[config.mk]
export PLATFORM = sky130hd
export DESIGN_NAME = ps4_requester
export DESIGN_NICKNAME = d
export VERILOG_FILES = /design/src/rtl/ps4_pkg.sv /design/src/rtl/ps4_pend_cnt.sv /design/src/rtl/ps4_requester.sv
export SDC_FILE = /design/constraint.sdc
export NUM_CORES = 1
export LEC_CHECK = 0
export BUFFER_PORTS_ARGS = -buffer_cell sky130_fd_sc_hd__buf_2
export CELL_PAD_IN_SITES_DETAIL_PLACEMENT = 1
export CELL_PAD_IN_SITES_GLOBAL_PLACEMENT = 1
export CORE_MARGIN = 2
export CORE_UTILIZATION = 47
export DETAILED_ROUTE_END_ITERATION = 10
export GPL_TIMING_DRIVEN = 0
export PLACE_DENSITY = 0.92
export SYNTH_ARGS = -nofsm -noshare
export SYNTH_HDL_FRONTEND = slang
export SYNTH_SLANG_ARGS = --single-unit
[constraint.sdc]
create_clock -name clock -period 7.1 [get_ports clock]
set_clock_uncertainty 0.2 [all_clocks]
set_input_delay 1.42 -clock clock [delete_from_list [all_inputs] [get_ports clock]]
set_output_delay 1.42 -clock clock [all_outputs]
set_load 0.01 [all_outputs]
[src/rtl/ps4_pkg.sv]
// Shared types and helpers for the ps4 requester front end.
package ps4_pkg;

    typedef enum logic [1:0] {
        IDLE = 2'd0,
        ARB  = 2'd1,
        HOLD = 2'd2,
        GAP  = 2'd3
    } state_t;

    localparam int         NUM_CH   = 4;
    localparam logic [3:0] GNT_NONE = 4'b0000;

    typedef struct packed {
        logic       legal;
        logic [1:0] idx;
    } sel_t;

    // Index of a one-hot grant; legal only when exactly one bit is set.
    function automatic sel_t onehot_idx(input logic [3:0] v);
        sel_t r;
        r.legal = 1'b0;
        r.idx   = 2'd0;
        case (v)
            4'b0001: begin r.legal = 1'b1; r.idx = 2'd0; end
            4'b0010: begin r.legal = 1'b1; r.idx = 2'd1; end
            4'b0100: begin r.legal = 1'b1; r.idx = 2'd2; end
            4'b1000: begin r.legal = 1'b1; r.idx = 2'd3; end
            default: begin r.legal = 1'b0; r.idx = 2'd0; end
        endcase
        return r;
    endfunction

endpackage

[src/rtl/ps4_pend_cnt.sv]
// Per-channel saturating pending-job counter with sticky overflow flag.
module ps4_pend_cnt #(
    parameter int CNT_W = 3
) (
    input  logic             clock,
    input  logic             reset_n,
    input  logic             push,
    input  logic             dec,
    output logic [CNT_W-1:0] count,
    output logic             nonzero,
    output logic             ovf
);
    localparam logic [CNT_W-1:0] CNT_MAX = '1;

    logic [CNT_W-1:0] count_r;
    logic             ovf_r;

    // Counter update; a push and a completion in the same cycle cancel out.
    always_ff @(posedge clock) begin
        if (!reset_n) begin
            count_r <= '0;
            ovf_r   <= 1'b0;
        end else if (push && !dec) begin
            if (count_r == CNT_MAX) begin
                ovf_r <= 1'b1;
            end else begin
                count_r <= count_r + CNT_W'(1);
            end
        end else if (dec && !push) begin
            count_r <= count_r - CNT_W'(1);
        end
    end

    assign count   = count_r;
    assign nonzero = (count_r != '0);
    assign ovf     = ovf_r;

endmodule

[src/rtl/ps4_requester.sv]
// Requester front end: queues jobs per channel, arbitrates one job at a time
// and holds the granted channel for a fixed window while checking the grant.
module ps4_requester
    import ps4_pkg::*;
#(
    parameter int CNT_W    = 3,
    parameter int HOLD_CYC = 4
) (
    input  logic       clock,
    input  logic       reset_n,
    input  logic [3:0] job_push,
    input  logic [3:0] gnt,
    output logic [3:0] req,
    output logic       en,
    output logic [1:0] owner,
    output logic       active,
    output logic       done,
    output logic       ovf,
    output logic       err
);
    state_t     state_r, state_nx;
    logic [1:0] owner_r, owner_nx;
    logic [7:0] hold_r, hold_nx;
    logic       active_r, active_nx;
    logic       done_r, done_nx;
    logic       err_r, err_nx;

    logic [3:0] req_s, dec_s, pmask_s, own_oh_s, cnt_ovf_s;
    logic       en_s;
    sel_t       gsel_s;
    logic [CNT_W-1:0] pend_s [NUM_CH];

    for (genvar i = 0; i < NUM_CH; i++) begin : g_ch
        ps4_pend_cnt #(.CNT_W(CNT_W)) u_cnt (
            .clock   (clock),
            .reset_n (reset_n),
            .push    (job_push[i]),
            .dec     (dec_s[i] && (pend_s[i] != '0)),
            .count   (pend_s[i]),
            .nonzero (pmask_s[i]),
            .ovf     (cnt_ovf_s[i])
        );
    end

    assign own_oh_s = 4'b0001 << owner_r;
    assign gsel_s   = onehot_idx(gnt);

    // Next-state decode; req/en depend only on state and registered values.
    always_comb begin
        state_nx = state_r;
        owner_nx = owner_r;
        hold_nx  = hold_r;
        done_nx  = 1'b0;
        err_nx   = err_r;
        dec_s    = 4'b0000;
        req_s    = 4'b0000;
        en_s     = 1'b0;
        case (state_r)
            IDLE: begin
                if (pmask_s != 4'b0000) begin
                    state_nx = ARB;
                end else begin
                    state_nx = IDLE;
                end
            end
            ARB: begin
                en_s  = 1'b1;
                req_s = pmask_s;
                if (gsel_s.legal && ((gnt & pmask_s) != GNT_NONE)) begin
                    owner_nx = gsel_s.idx;
                    hold_nx  = 8'(HOLD_CYC - 1);
                    state_nx = HOLD;
                end else begin
                    err_nx   = 1'b1;
                    state_nx = IDLE;
                end
            end
            HOLD: begin
                en_s  = 1'b1;
                req_s = own_oh_s;
                if (gnt != own_oh_s) begin
                    err_nx   = 1'b1;
                    state_nx = GAP;
                end else if (hold_r == 8'd0) begin
                    done_nx  = 1'b1;
                    dec_s    = own_oh_s;
                    state_nx = GAP;
                end else begin
                    hold_nx  = hold_r - 8'd1;
                    state_nx = HOLD;
                end
            end
            GAP: begin
                if (pmask_s != 4'b0000) begin
                    state_nx = ARB;
                end else begin
                    state_nx = IDLE;
                end
            end
            default: begin
                state_nx = IDLE;
            end
        endcase
        active_nx = (state_nx == HOLD);
    end

    // State and registered-output update.
    always_ff @(posedge clock) begin
        if (!reset_n) begin
            state_r  <= IDLE;
            owner_r  <= 2'd0;
            hold_r   <= 8'd0;
            active_r <= 1'b0;
            done_r   <= 1'b0;
            err_r    <= 1'b0;
        end else begin
            state_r  <= state_nx;
            owner_r  <= owner_nx;
            hold_r   <= hold_nx;
            active_r <= active_nx;
            done_r   <= done_nx;
            err_r    <= err_nx;
        end
    end

    assign req    = req_s;
    assign en     = en_s;
    assign owner  = owner_r;
    assign active = active_r;
    assign done   = done_r;
    assign err    = err_r;
    assign ovf    = |cnt_ovf_s;

endmodule

==> results of run 1 <==
logic make-up after synthesis:
family                   after synthesis  share of synthesized area
AND/OR/NAND/NOR                       92                      0.259
AO/OA/AOI/OAI                         49                      0.201
buffers and inverters                 16                     0.0438
XOR/XNOR                               7                     0.0325
multiplexers                          11                     0.0584
flip-flops                            31                      0.329
adder cells (fa/ha/maj)                9                     0.0757
Yosys cell counts (5+ instances only):
cell	number	area (um2)
sky130_fd_sc_hd__xnor2_1	6	52.6
sky130_fd_sc_hd__ha_1	5	62.6
sky130_fd_sc_hd__o21a_1	5	37.5
sky130_fd_sc_hd__mux2i_1	11	110
sky130_fd_sc_hd__o21ai_0	8	40.0
sky130_fd_sc_hd__inv_1	9	33.8
sky130_fd_sc_hd__dfxtp_1	31	621
sky130_fd_sc_hd__nor2_1	26	97.6
sky130_fd_sc_hd__nand2_1	19	71.3
sky130_fd_sc_hd__or3_1	10	62.6
sky130_fd_sc_hd__nand3_1	8	40.0
sky130_fd_sc_hd__a21oi_1	10	50.1
through the flow:
stage / utilization / std cells / total power, W / hold slack (ns) / setup WS, ns
detailed placement: 0.522 / 284 / 0.000354 / 0.250 / 3.17
global placement: 0.522 / 284 / 0.000346 / 0.238 / 3.22
floorplan: - / 215 / 0.000312 / 0.232 / 3.47
finish: 0.552 / 292 / 0.000535 / 0.260 / 3.42
CTS: 0.552 / 292 / 0.000540 / 0.266 / 3.42
global route: 0.552 / 292 / 0.000565 / 0.281 / 3.24
routing by layer:
metal / GRT usage / vias up / part of all wire
met5: 0 / - / 0
met4: 0.120 / 0 / 0.024
met3: 0.0617 / 13 / 0.033
met2: 0.395 / 29 / 0.51
met1: 0.272 / 834 / 0.43
li1: - / 834 / -
critical path, delay by kind of cell:
| family | cells | cell delay [ns] |
|---|---|---|
| fa+ha+maj | 1 | 0.21 |
| simple gates | 4 | 0.82 |
| compound gates | 2 | 0.80 |
| buf+inv | 1 | 0.16 |
| xor+xnor | 1 | 0.14 |
| mux | 1 | 0.08 |
worst paths after layout:
path | from | end | slack [ns] | depth (start not counted)
setup reg to reg | hold_r[2]$_SDFFE_PN0P_ | g_ch[1].u_cnt.count[2]$_SDFFE_PN0P_ | 4.21 | 9
hold / removal | g_ch[2].u_cnt.ovf$_SDFFE_PN0P_ | g_ch[2].u_cnt.ovf$_SDFFE_PN0P_ | 0.26 | 1
hold reg to reg | g_ch[2].u_cnt.ovf$_SDFFE_PN0P_ | g_ch[2].u_cnt.ovf$_SDFFE_PN0P_ | 0.26 | 1
setup / recovery | gnt[2] | g_ch[1].u_cnt.count[2]$_SDFFE_PN0P_ | 3.42 | 10
registers in the layout (all words and copies together), names as in the netlist:
register,cells
g_ch.u_cnt.count,12
hold_r,8
g_ch.u_cnt.ovf,4
owner,2
state_r,2
active,1
done,1
err,1
area by class of cell:
cell class	instances	area, um2	share of cell area
Inverter	9	33.8	0.0156
Tap cell	50	62.6	0.0290
Timing Repair Buffer	19	95.1	0.0440
Clock buffer	6	82.6	0.0382
Clock inverter	2	35.0	0.0162
Multi-Input combinational cell	168	1180	0.547
Sequential cell	31	621	0.287
Buffer	7	48.8	0.0226
power by group:
group | leakage, nW | internal (W) | switching, W | total [W]
clock | 0.0612 | 0.000113 | 0.0000692 | 0.000183
combinational | 0.586 | 0.0000623 | 0.0000797 | 0.000142
sequential | 0.253 | 0.000191 | 0.0000198 | 0.000211
==> run_summary.xml, run 1 <==
<?xml version="1.0" encoding="UTF-8"?>
<metrics>
  <group name="clocking">
    <metric name="clock-root-buffer" unit="">sky130_fd_sc_hd__clkbuf_8</metric>
    <metric name="h-tree-depth" unit="">2</metric>
    <metric name="post_cts_setup_repair_bufs" unit="">0</metric>
    <metric name="numClockSinks" unit="">31</metric>
    <metric name="post_cts_resized" unit="">0</metric>
    <metric name="worstSkewPairLatency" unit="ns">0.29</metric>
    <metric name="cts_hold_buf" unit="">0</metric>
    <metric name="clk_transition_reported_paths" unit="ns">0.07</metric>
    <metric name="cts-root-to-sink-buffers" unit="">2</metric>
    <metric name="tritoncts_clock_tree" unit="">yes</metric>
    <metric name="cts_buffers" unit="">5</metric>
  </group>
  <group name="floorplan">
    <metric name="boundaryPins" unit="">21</metric>
    <metric name="initial_core_util" unit="">0.481</metric>
    <metric name="dieArea" unit="um2">4530</metric>
    <metric name="fp-row-count" unit="">23</metric>
    <metric name="die-width" unit="um">67.3</metric>
    <metric name="die_y" unit="um">67.3</metric>
    <metric name="core-area" unit="um2">3910</metric>
  </group>
  <group name="logic_synthesis">
    <metric name="synth_warnings" unit="">0</metric>
    <metric name="synth_seq_area_share" unit="">0.329</metric>
    <metric name="dominantRegCellSynth" unit="">sky130_fd_sc_hd__dfxtp_1</metric>
    <metric name="ys_ff_latch" unit="">31</metric>
    <metric name="yosys.cell_types.count" unit="">48</metric>
    <metric name="synthesis.nets" unit="">234</metric>
    <metric name="synth_area" unit="um2">1880</metric>
    <metric name="proportion_of_synthesized_flip_flops_having_asynchronous_set_or_reset" unit="">0</metric>
    <metric name="avgSynthCellArea" unit="um2">8.76</metric>
    <metric name="post_synth_edffs" unit="">0</metric>
    <metric name="netlist_instances" unit="">215</metric>
  </group>
  <group name="setup_path">
    <metric name="arrival_time_at_the_worst_endpoint" unit="ns">3.63</metric>
    <metric name="worstPathCellList" unit="">buf_2 &gt; or3b_1 &gt; a2111oi_4 &gt; o2111ai_1 &gt; nand2_1 &gt; fa_1 &gt; and3_1 &gt; mux2i_1 &gt; xor2_1 &gt; nor2_1</metric>
    <metric name="worstSetupPathType" unit="">input pin to register</metric>
    <metric name="crit_path_top_delay_cell" unit="">sky130_fd_sc_hd__a2111oi_4</metric>
    <metric name="critPathCaptureType" unit="">register</metric>
    <metric name="timing.critical_path.from_type" unit="">input pin</metric>
    <metric name="required" unit="ns">7.06</metric>
    <metric name="critical_path.max_stage_delay" unit="ns">0.47</metric>
    <metric name="critical_path_peak_fanout" unit="">7</metric>
  </group>
  <group name="global_route">
    <metric name="initial_antenna_violation_count" unit="">0</metric>
    <metric name="grt_use_total" unit="">0.234</metric>
    <metric name="grt_pass1_vias" unit="">1691</metric>
    <metric name="grt_pass1_wl" unit="um">7870</metric>
    <metric name="grt_max_degree" unit="">11</metric>
    <metric name="global_route.overflow_total" unit="">0</metric>
  </group>
  <group name="sta">
    <metric name="final_hold_viol_count" unit="">0</metric>
    <metric name="report.final.slew_viol_count" unit="">0</metric>
    <metric name="totalNegativeSetupSlack" unit="ns">0</metric>
    <metric name="finalCriticalPeriod" unit="ns">3.68</metric>
    <metric name="post-route-period-util" unit="">0.518</metric>
    <metric name="final-setup-viol-count" unit="">0</metric>
    <metric name="unrepaired_setup_endpoints_after_global_routing" unit="">false</metric>
    <metric name="timing.fmax" unit="MHz">272</metric>
    <metric name="remaining_max_slew_budget_at_the_tightest_pin" unit="">0.410</metric>
    <metric name="tightestPinTransition" unit="ns">0.863</metric>
  </group>
  <group name="placement">
    <metric name="placedInstanceArea" unit="um2">2040</metric>
    <metric name="post-dp-hpwl" unit="um">3550</metric>
    <metric name="gpl.final_weighted_congestion" unit="">0.795</metric>
    <metric name="port_buffers" unit="">19</metric>
  </group>
  <group name="layout">
    <metric name="most_frequent_cells_in_the_layout" unit="">sky130_fd_sc_hd__dfxtp_1 (31), sky130_fd_sc_hd__nor2_1 (26), sky130_fd_sc_hd__nand2_1 (19), sky130_fd_sc_hd__buf_2 (19), sky130_fd_sc_hd__mux2i_1 (11)</metric>
    <metric name="finish.instance_area" unit="um2">2160</metric>
    <metric name="layout.nets" unit="">260</metric>
    <metric name="final_layout_size_suffix_gt1_frac" unit="">0.157</metric>
    <metric name="antenna_cells" unit="">0</metric>
    <metric name="layout.cells.most_common" unit="">sky130_fd_sc_hd__dfxtp_1</metric>
    <metric name="fill_cells" unit="">476</metric>
    <metric name="syn2layout_area_growth" unit="%">14.6</metric>
  </group>
  <group name="route">
    <metric name="detailedRoute.firstIterationViolations" unit="">64</metric>
    <metric name="route.antenna.remaining_nets" unit="">0</metric>
    <metric name="postRouteWirelength" unit="um">4800</metric>
    <metric name="detailroute.via_count" unit="">1710</metric>
    <metric name="firstDrtPassIters" unit="">4</metric>
    <metric name="wl_per_cell" unit="um">16.5</metric>
    <metric name="viasPerCell" unit="">5.86</metric>
    <metric name="drc" unit="">0</metric>
  </group>
  <group name="pwr">
    <metric name="static_power_due_to_leakage" unit="nW">0.900</metric>
    <metric name="vdd_ir_drop_max" unit="mV">0.125</metric>
    <metric name="power_density_relative_to_cell_area" unit="nW/um2">248</metric>
  </group>
  <group name="run">
    <metric name="number_of_max_cap_violations" unit="">0</metric>
  </group>
  <group name="worst_hold_path">
    <metric name="hold_path.class" unit="">register to register</metric>
  </group>
  <group name="run_status">
    <metric name="status" unit="">completed</metric>
  </group>
</metrics>
Power figures use the tool's default switching activity.
==> run 2: changes to the inputs <==
- ABC_AREA: default -> 1
- CORE_UTILIZATION: 47 -> 42
- PLACE_DENSITY: 0.92 -> 0.89
- clock period: 7.1 -> 3.8 ns (I/O delays scaled with it)
==> run_summary.xml, run 2 <==
<?xml version="1.0" encoding="UTF-8"?>
<metrics>
  <group name="global_route">
    <metric name="grt_pass1_vias" unit="">2004</metric>
    <metric name="grt_use_total" unit="">0.220</metric>
    <metric name="grt_max_degree" unit="">11</metric>
    <metric name="grt_pass1_wl" unit="um">9170</metric>
    <metric name="initial_antenna_violation_count" unit="">0</metric>
    <metric name="global_route.overflow_total" unit="">0</metric>
  </group>
  <group name="sta">
    <metric name="timing.fmax" unit="MHz">353</metric>
    <metric name="totalNegativeSetupSlack" unit="ns">0</metric>
    <metric name="remaining_max_slew_budget_at_the_tightest_pin" unit="">0.636</metric>
    <metric name="tightestPinTransition" unit="ns">0.546</metric>
    <metric name="final_hold_viol_count" unit="">0</metric>
    <metric name="unrepaired_setup_endpoints_after_global_routing" unit="">false</metric>
    <metric name="final-setup-viol-count" unit="">0</metric>
    <metric name="post-route-period-util" unit="">0.745</metric>
    <metric name="finalCriticalPeriod" unit="ns">2.83</metric>
    <metric name="report.final.slew_viol_count" unit="">0</metric>
  </group>
  <group name="pwr">
    <metric name="swShare" unit="">0.322</metric>
    <metric name="vdd_ir_drop_max" unit="mV">0.269</metric>
    <metric name="power_frac_seq" unit="">0.389</metric>
    <metric name="proportion_of_power_drawn_by_the_clock_network" unit="">0.364</metric>
    <metric name="power.internal" unit="W">0.000644</metric>
    <metric name="static_power_due_to_leakage" unit="nW">1.12</metric>
    <metric name="p_sw" unit="W">0.000305</metric>
    <metric name="comb_power_share" unit="">0.247</metric>
    <metric name="power_density_relative_to_cell_area" unit="nW/um2">403</metric>
  </group>
  <group name="clocking">
    <metric name="worstSkewPairLatency" unit="ns">0.29</metric>
    <metric name="clk_transition_reported_paths" unit="ns">0.07</metric>
    <metric name="cts_buffers" unit="">5</metric>
    <metric name="cts_hold_buf" unit="">0</metric>
    <metric name="cts-root-to-sink-buffers" unit="">2</metric>
    <metric name="h-tree-depth" unit="">2</metric>
    <metric name="post_cts_setup_repair_bufs" unit="">0</metric>
    <metric name="numClockSinks" unit="">31</metric>
    <metric name="tritoncts_clock_tree" unit="">yes</metric>
    <metric name="clock-root-buffer" unit="">sky130_fd_sc_hd__clkbuf_8</metric>
    <metric name="post_cts_resized" unit="">0</metric>
  </group>
  <group name="setup_path">
    <metric name="critical_path_peak_fanout" unit="">10</metric>
    <metric name="worstSetupPathType" unit="">register to output pin</metric>
    <metric name="arrival_time_at_the_worst_endpoint" unit="ns">1.87</metric>
    <metric name="required" unit="ns">2.84</metric>
    <metric name="r2r-start" unit="">state_r[0]$_SDFF_PN0_</metric>
    <metric name="timing.reg2reg.worst_path_depth" unit="">15</metric>
    <metric name="ff2ff_setup_slack" unit="ns">1.14</metric>
    <metric name="critPathCaptureType" unit="">output pin</metric>
    <metric name="regToRegEndpoint" unit="">g_ch[3].u_cnt.count[2]$_SDFFE_PN0P_</metric>
    <metric name="timing.critical_path.from_type" unit="">register</metric>
    <metric name="launch_point_of_the_worst_path" unit="">state_r[0]$_SDFF_PN0_</metric>
    <metric name="setup.worst_path.end" unit="">req[3]</metric>
  </group>
  <group name="logic_synthesis">
    <metric name="proportion_of_synthesized_flip_flops_having_asynchronous_set_or_reset" unit="">0</metric>
    <metric name="synth_warnings" unit="">0</metric>
    <metric name="synth_top_family_by_area" unit="">simple AND/OR/NAND/NOR gates</metric>
    <metric name="synthMuxAreaShare" unit="">0</metric>
    <metric name="ys_ff_latch" unit="">31</metric>
    <metric name="post_synth_edffs" unit="">0</metric>
    <metric name="synth_seq_area_share" unit="">0.302</metric>
    <metric name="compound_gate_fraction_of_synth_area" unit="">0.0968</metric>
    <metric name="synth_area" unit="um2">2060</metric>
    <metric name="synthXorXnorAreaFrac" unit="">0.0256</metric>
    <metric name="post_synth_most_frequent_cells" unit="">sky130_fd_sc_hd__nand2_1 (57), sky130_fd_sc_hd__inv_1 (42), sky130_fd_sc_hd__nor2_1 (42)</metric>
    <metric name="netlist_instances" unit="">312</metric>
    <metric name="synth_top_area_share" unit="">0.302</metric>
    <metric name="yosys.area.top_type" unit="">sky130_fd_sc_hd__dfxtp_1</metric>
    <metric name="netlist_top_cells_area" unit="">sky130_fd_sc_hd__dfxtp_1 (30%), sky130_fd_sc_hd__nand2_1 (10%), sky130_fd_sc_hd__inv_1 (7.7%)</metric>
    <metric name="synth-simple-area-share" unit="">0.397</metric>
    <metric name="most_common_cell_in_the_netlist" unit="">sky130_fd_sc_hd__nand2_1</metric>
    <metric name="avgSynthCellArea" unit="um2">6.59</metric>
    <metric name="synthesis.nets" unit="">331</metric>
    <metric name="dominantRegCellSynth" unit="">sky130_fd_sc_hd__dfxtp_1</metric>
    <metric name="yosys.cell_types.count" unit="">29</metric>
    <metric name="synth_adder_area_share" unit="">0.0694</metric>
  </group>
  <group name="route">
    <metric name="postRouteWirelength" unit="um">5460</metric>
    <metric name="firstDrtPassIters" unit="">4</metric>
    <metric name="detailroute.via_count" unit="">2035</metric>
    <metric name="drc" unit="">0</metric>
    <metric name="route.antenna.remaining_nets" unit="">0</metric>
    <metric name="detailedRoute.firstIterationViolations" unit="">67</metric>
    <metric name="viasPerCell" unit="">5.00</metric>
    <metric name="wl_per_cell" unit="um">13.4</metric>
  </group>
  <group name="worst_hold_path">
    <metric name="hp-start" unit="">hold_r[1]$_SDFFE_PN0P_</metric>
    <metric name="hold_path.class" unit="">register to register</metric>
  </group>
  <group name="floorplan">
    <metric name="dieArea" unit="um2">5470</metric>
    <metric name="boundaryPins" unit="">21</metric>
    <metric name="core-area" unit="um2">4720</metric>
    <metric name="die_y" unit="um">74.0</metric>
    <metric name="initial_core_util" unit="">0.435</metric>
    <metric name="die-width" unit="um">74.0</metric>
    <metric name="fp-row-count" unit="">25</metric>
  </group>
  <group name="run">
    <metric name="number_of_max_cap_violations" unit="">0</metric>
  </group>
  <group name="layout">
    <metric name="layout.cells.most_common" unit="">sky130_fd_sc_hd__nand2_1</metric>
    <metric name="antenna_cells" unit="">0</metric>
    <metric name="layout.nets" unit="">358</metric>
    <metric name="final_layout_size_suffix_gt1_frac" unit="">0.188</metric>
    <metric name="most_frequent_cells_in_the_layout" unit="">sky130_fd_sc_hd__nand2_1 (57), sky130_fd_sc_hd__inv_1 (42), sky130_fd_sc_hd__nor2_1 (42), sky130_fd_sc_hd__nand3_1 (31), sky130_fd_sc_hd__dfxtp_1 (31)</metric>
    <metric name="final_core_util" unit="">0.499</metric>
    <metric name="syn2layout_area_growth" unit="%">14.7</metric>
    <metric name="largest_register_ffs" unit="">12</metric>
  </group>
  <group name="run_status">
    <metric name="status" unit="">completed</metric>
  </group>
  <group name="placement">
    <metric name="gpl.final_weighted_congestion" unit="">0.827</metric>
    <metric name="port_buffers" unit="">20</metric>
    <metric name="post-dp-hpwl" unit="um">4170</metric>
  </group>
</metrics>
[run 2: metal layers]
metal	up-vias	track usage	wire [um]
met5	-	0	0
li1	1045	-	-
met1	955	0.282	2590
met4	0	0.0727	88
met3	8	0.0461	159
met2	27	0.370	2620
[run 2: critical path, cell delays in order, from the launching register on]
cell,delay (ns)
sky130_fd_sc_hd__dfxtp_1,0.34
sky130_fd_sc_hd__inv_1,0.07
sky130_fd_sc_hd__ha_1,0.15
sky130_fd_sc_hd__buf_2,0.18
sky130_fd_sc_hd__inv_2,0.06
sky130_fd_sc_hd__buf_2,0.19
sky130_fd_sc_hd__nor2_1,0.17
sky130_fd_sc_hd__inv_1,0.07
sky130_fd_sc_hd__a21oi_1,0.19
sky130_fd_sc_hd__buf_2,0.16
[run 2: kinds of logic (layout without fill, tap and decap cells)]
kind of cell             count (synthesis)  count (layout)
buffers and inverters                   55              83
XOR/XNOR                                 6               6
flip-flops                              31              31
AND/OR/NAND/NOR                        172             172
adder cells (fa/ha/maj)                  9               9
AO/OA/AOI/OAI                           39              39
[run 2: area by class of cell]
class | instances | area (um2)
Clock buffer | 6 | 82.6
Multi-Input combinational cell | 226 | 1210
Timing Repair Buffer | 20 | 100
Tap cell | 67 | 83.8
Clock inverter | 2 | 35.0
Sequential cell | 31 | 621
Fill cell | 646 | 2370
Inverter | 49 | 184
Buffer | 6 | 41.3
[run 2: power by group through the flow]
stage | clock [W] | sequential [W] | combinational (W)
global placement | 0 | 0.000376 | 0.000222
floorplan | 0 | 0.000374 | 0.000166
CTS | 0.000352 | 0.000370 | 0.000236
detailed placement | 0 | 0.000377 | 0.000233
finish | 0.000345 | 0.000370 | 0.000234
global route | 0.000360 | 0.000373 | 0.000267
[run 2: worst min-delay path by stage]
stage	endpoint	cells after the start
floorplan	g_ch[0].u_cnt.ovf$_SDFFE_PN0P_	2
finish	hold_r[1]$_SDFFE_PN0P_	2
global route	g_ch[0].u_cnt.ovf$_SDFFE_PN0P_	2
CTS	hold_r[1]$_SDFFE_PN0P_	2
detailed placement	hold_r[1]$_SDFFE_PN0P_	2
global placement	g_ch[0].u_cnt.ovf$_SDFFE_PN0P_	2
[run 2: through the flow]
stage | cell area, um2 | total power (W) | cells | setup slack [ns] | hold slack, ns
floorplan | 2060 | 0.000540 | 312 | 1.45 | 0.235
global placement | 2240 | 0.000598 | 399 | 1.17 | 0.247
detailed placement | 2240 | 0.000610 | 399 | 1.09 | 0.256
CTS | 2360 | 0.000958 | 407 | 0.962 | 0.267
global route | 2360 | 0.00100 | 407 | 0.842 | 0.289
finish | 2360 | 0.000949 | 407 | 0.968 | 0.265
